==> src/rtl/leb128_enc_stream.sv <==
// Streaming LEB128 encoder: 32-bit words in, one {more, chunk[6:0]} byte per handshake out.
// Optional LEB128_ZIGZAG_EN: zigzag-map signed input words before encoding.
module leb128_enc_stream #(
    parameter int CNT_W = 16
) (
    input  logic             clk,
    input  logic             rst,
    input  logic             i_valid,
    output logic             i_ready,
    input  logic [31:0]      i_data,
    output logic             o_valid,
    input  logic             o_ready,
    output logic [7:0]       o_byte,
    output logic             o_last,
    output logic [CNT_W-1:0] o_words,
    output logic             busy
);

    // Handshakes: a transfer happens on the rising edge where valid & ready are both high;
    // once o_valid rises, o_byte/o_last stay stable until the byte is taken.
    typedef enum logic {
        IDLE = 1'b0,
        EMIT = 1'b1
    } state_t;

    state_t      state, state_next;
    logic [34:0] sh;
    logic [2:0]  rem;
    logic [31:0] word;
    logic [2:0]  len;
    logic        in_hs;
    logic        out_hs;
    logic        final_hs;

`ifdef LEB128_ZIGZAG_EN
    assign word = {i_data[30:0], 1'b0} ^ {32{i_data[31]}};
`else
    assign word = i_data;
`endif

    // Byte count follows the highest non-zero 7-bit group; zero still costs one byte.
    always_comb begin
        len = 3'd1;
        if (|word[31:28])
            len = 3'd5;
        else if (|word[27:21])
            len = 3'd4;
        else if (|word[20:14])
            len = 3'd3;
        else if (|word[13:7])
            len = 3'd2;
    end

    assign busy     = (state == EMIT);
    assign o_valid  = (state == EMIT);
    assign o_last   = (state == EMIT) && (rem == 3'd1);
    assign o_byte   = (state == EMIT) ? {rem != 3'd1, sh[6:0]} : 8'h00;
    assign i_ready  = (state == IDLE) || ((state == EMIT) && (rem == 3'd1) && o_ready);
    assign in_hs    = i_valid && i_ready;
    assign out_hs   = o_valid && o_ready;
    assign final_hs = out_hs && (rem == 3'd1);

    always_comb begin
        state_next = state;
        case (state)
            IDLE: if (in_hs) state_next = EMIT;
            EMIT: if (final_hs && !in_hs) state_next = IDLE;
            default: state_next = IDLE;
        endcase
    end

    always_ff @(posedge clk or posedge rst) begin
        if (rst)
            state <= IDLE;
        else
            state <= state_next;
    end

    // A new word accepted alongside the final byte overwrites the shift register directly.
    always_ff @(posedge clk or posedge rst) begin
        if (rst) begin
            sh  <= '0;
            rem <= '0;
        end else if (in_hs) begin
            sh  <= {3'b000, word};
            rem <= len;
        end else if (out_hs) begin
            sh  <= {7'd0, sh[34:7]};
            rem <= rem - 3'd1;
        end
    end

    always_ff @(posedge clk or posedge rst) begin
        if (rst)
            o_words <= '0;
        else if (final_hs)
            o_words <= o_words + CNT_W'(1);
    end

endmodule

==> config.mk <==
export PLATFORM = sky130hd
export DESIGN_NAME = leb128_enc_stream
export DESIGN_NICKNAME = d
export VERILOG_FILES = /design/src/rtl/leb128_enc_stream.sv
export SDC_FILE = /design/constraint.sdc
export NUM_CORES = 1
export LEC_CHECK = 0
export CORE_ASPECT_RATIO = 0.6
export CORE_MARGIN = 2
export CORE_UTILIZATION = 49
export DETAILED_ROUTE_END_ITERATION = 8
export HOLD_SLACK_MARGIN = 0.02
export PLACE_DENSITY = 0.86
export SLEW_MARGIN = 25
export SYNTH_ARGS = -nofsm -noshare
export SYNTH_HDL_FRONTEND = slang
export SYNTH_SLANG_ARGS = --single-unit
==> constraint.sdc <==
create_clock -name clk -period 2.13 [get_ports clk]
set_input_delay 0.426 -clock clk [delete_from_list [all_inputs] [get_ports clk]]
set_output_delay 0.426 -clock clk [all_outputs]
set_load 0.02 [all_outputs]
==> results.json <==
{
  "drc": 0,
  "required_ns": 1.70,
  "hold_class": "in -> async",
  "die_h_um": 59.6,
  "ys_seq_area_share_pct": 51.5,
  "cp_data_arrival_time_ns": 1.56,
  "utilization_pct": 67.9,
  "antenna_found_initial": 0,
  "place_inst": 389,
  "peakVddDrop_mv": 0.638,
  "fp.dieArea_um2": 5770,
  "worst_pin_slew_ns": 0.577,
  "drt_iter0_drc": 199,
  "max-cap-violations": 0,
  "htreeDepth": 2,
  "slowest_delay_ns": 0.61,
  "hold_buffers": 0,
  "num_vias": 2102,
  "drive_gt1_share_pct": 10.6,
  "coreArea_um2": 5000,
  "routabilityCongestion": 0.793,
  "cp-start-kind": "flop",
  "min_period_over_period_pct": 93.2,
  "p_leak_nw": 1.48,
  "fin_ws_ns": 0.144,
  "cp_max_fo": 9,
  "final_nets": 369,
  "synthCells": 265,
  "numCtsBuffers": 5,
  "num_rows": 20,
  "clock-sinks": 52,
  "numPortBuffers": 63,
  "synth-seq-cells": 52,
  "synth_cell_types": 38,
  "grt_overflow": 0,
  "critical_path_class": "reg -> out",
  "clock_path_buffers": 2,
  "syn_area_um2": 2530,
  "yosysTopAreaCellShare_pct": 51.5,
  "slowest_stage": "clkdlybuf4s50_1",
  "finalCriticalPeriod_ns": 1.99,
  "synth.avg_cell_area_um2": 9.54,
  "die_w_um": 96.7,
  "grt_setup_unrepaired": "no",
  "drt_wl_total_mm": 5.96,
  "stdcell_count": 397,
  "clk_pin_slew_ns": 0.09,
  "hold_viol_final": 0,
  "firstDrtPassIters": 4,
  "max_freq_mhz": 504,
  "syn_to_final_growth_pct": 34.4,
  "wl_per_cell_um": 15.0,
  "yosys.area.top_type": "dfrtp_1",
  "cp-end-kind": "output port",
  "synthTopCellsByArea": "dfrtp_1 (51%), a21oi_1 (10%), nand2_1 (5.2%), xnor2_1 (4.2%), nor2_1 (4.0%)",
  "finClkSkew_ns": 0.00186,
  "crit_chain": "buf_4 > and2_1 > clkdlybuf4s50_1",
  "grt_pass1_wl_mm": 9.75,
  "power_density_nw_per_um2": 1040,
  "syn-num-nets": 304,
  "ios": 64,
  "start_util_pct": 50.5,
  "clkLatencyLatePin_ns": 0.30,
  "crit_start": "busy",
  "grt_max_degree": 53,
  "slew_headroom_pct": 61.2,
  "cts_tree": "done",
  "status": "completed",
  "vias_per_cell": 5.29,
  "setup_violations": 0,
  "clockRootBuffer": "clkbuf_8",
  "reg2reg_from": "rem[0]",
  "antenna_cells": 0,
  "place_hpwl_mm": 4.26,
  "dp_worst_setup_slack_ns": -0.0312,
  "post_cts_buffers": 0,
  "ant_nets": 0,
  "ys_warn_count": 0,
  "grt_pass1_vias": 1947,
  "grt_usage_pct": 21.6,
  "finalMaxSlewViolations": 0
}
[report_power, final]
group / switching (mW) / internal (mW) / leakage [nW]
logic: 0.730 / 0.662 / 0.782
registers: 0.201 / 1.29 / 0.645
clock network: 0.321 / 0.349 / 0.0552
total: 1.25 / 2.30 / 1.48
[registers in the layout, summed over array words and instances (netlist names)]
register,cells
rem,3
o_words,16
sh,32
busy,1
[layout by cell type (no fill, tap or decap), types with 7 or more instances in the layout]
cell type and instances:
nand2_1 35, and2_1 9, clkdlybuf4s50_1 60, nor2_1 27, buf_4 8, xnor2_1 12
a22o_1 7, a21oi_1 53, dfrtp_1 52
[final cells by class]
cell class                 count  area (um^2)
inverter                       3         11.3
timing repair buffer          76          779
clock inverter                 2         35.0
sequential                    52         1300
tap                           66         82.6
clock buffer                   6         72.6
multi-input combinational    192         1120
fill                         399         1610
[cells in the mapped netlist]
master     instances
xor2_1             2
o221ai_1           1
or2_1              1
xnor2_2            1
and2_1             9
a22o_1             7
or4_4              1
and4b_1            2
a311o_1            1
nor2b_2            1
a221oi_2           1
nand3_2            2
a21o_1             1
nand4_1            4
a21oi_1           53
nor2b_1            3
nand2b_1           1
ha_1               3
nand4_4            1
xnor2_1           12
nand3_1            5
o2111ai_1          1
dfrtp_1           52
buf_4              7
and3_1             3
and4_1             1
nor3_1             4
nor2_2             1
clkbuf_1           5
inv_1              3
o21ai_0            2
or3_2              1
nor4_1             3
nand2_1           35
nor2_1            27
a21oi_2            1
buf_2              6
mux2_2             1
[metal layers]
layer | vias to the layer above | wire length, um | track usage [%]
li1 | 1037 | - | -
met4 | 0 | 57 | 6.44
met3 | 7 | 309 | 4.25
met5 | - | 0 | 0
met1 | 993 | 3020 | 32.2
met2 | 65 | 2580 | 32.5
[cells by family (layout without fill, tap and decap cells)]
| group | count (synthesis) | count (layout) | synth area share (%) |
|---|---|---|---|
| buf+inv | 21 | 87 | 4.45 |
| compound gates | 68 | 68 | 15.6 |
| flops | 52 | 52 | 51.5 |
| fa+ha+maj | 3 | 3 | 1.48 |
| mux | 1 | 1 | 0.445 |
| simple gates | 105 | 105 | 21.0 |
| xor+xnor | 15 | 15 | 5.49 |
[per-stage QoR]
stage / setup TNS (ns) / hold WS, ns / power [mW] / instance area (um^2)
after CTS: 0 / 0.489 / 3.55 / 3400
after global routing: 0 / 0.498 / 3.77 / 3400
after global placement: 0 / 0.463 / 2.84 / 3300
after floorplan: 0 / 0.473 / 2.31 / 2530
final: 0 / 0.474 / 3.55 / 3400
after detailed placement: -0.0716 / 0.492 / 2.90 / 3300
[final timing paths]
check | depth (start not counted) | slack, ns | end
hold reg to reg | 1 | 0.50 | o_words[13]
min in group clk | 1 | 0.50 | o_words[13]
setup reg to reg | 6 | 0.24 | sh[10]
hold / removal | 3 | 0.47 | o_words[12]
setup / recovery | 3 | 0.14 | o_byte[6]
max in group asynchronous | 3 | 1.43 | o_words[5]
[worst max-delay path, delay by kind of cell (launching register included)]
| kind | cells | cell delay [ns] |
|---|---|---|
| simple gates | 1 | 0.15 |
| buf+inv | 2 | 0.76 |
| flops | 1 | 0.35 |
[what timing repair did]
action	in CTS	in global routing
resized for setup	3	5
pin swaps	0	0
cloned	0	0
endpoints found under the setup margin	3	2
(Power assumes the default switching activity.)
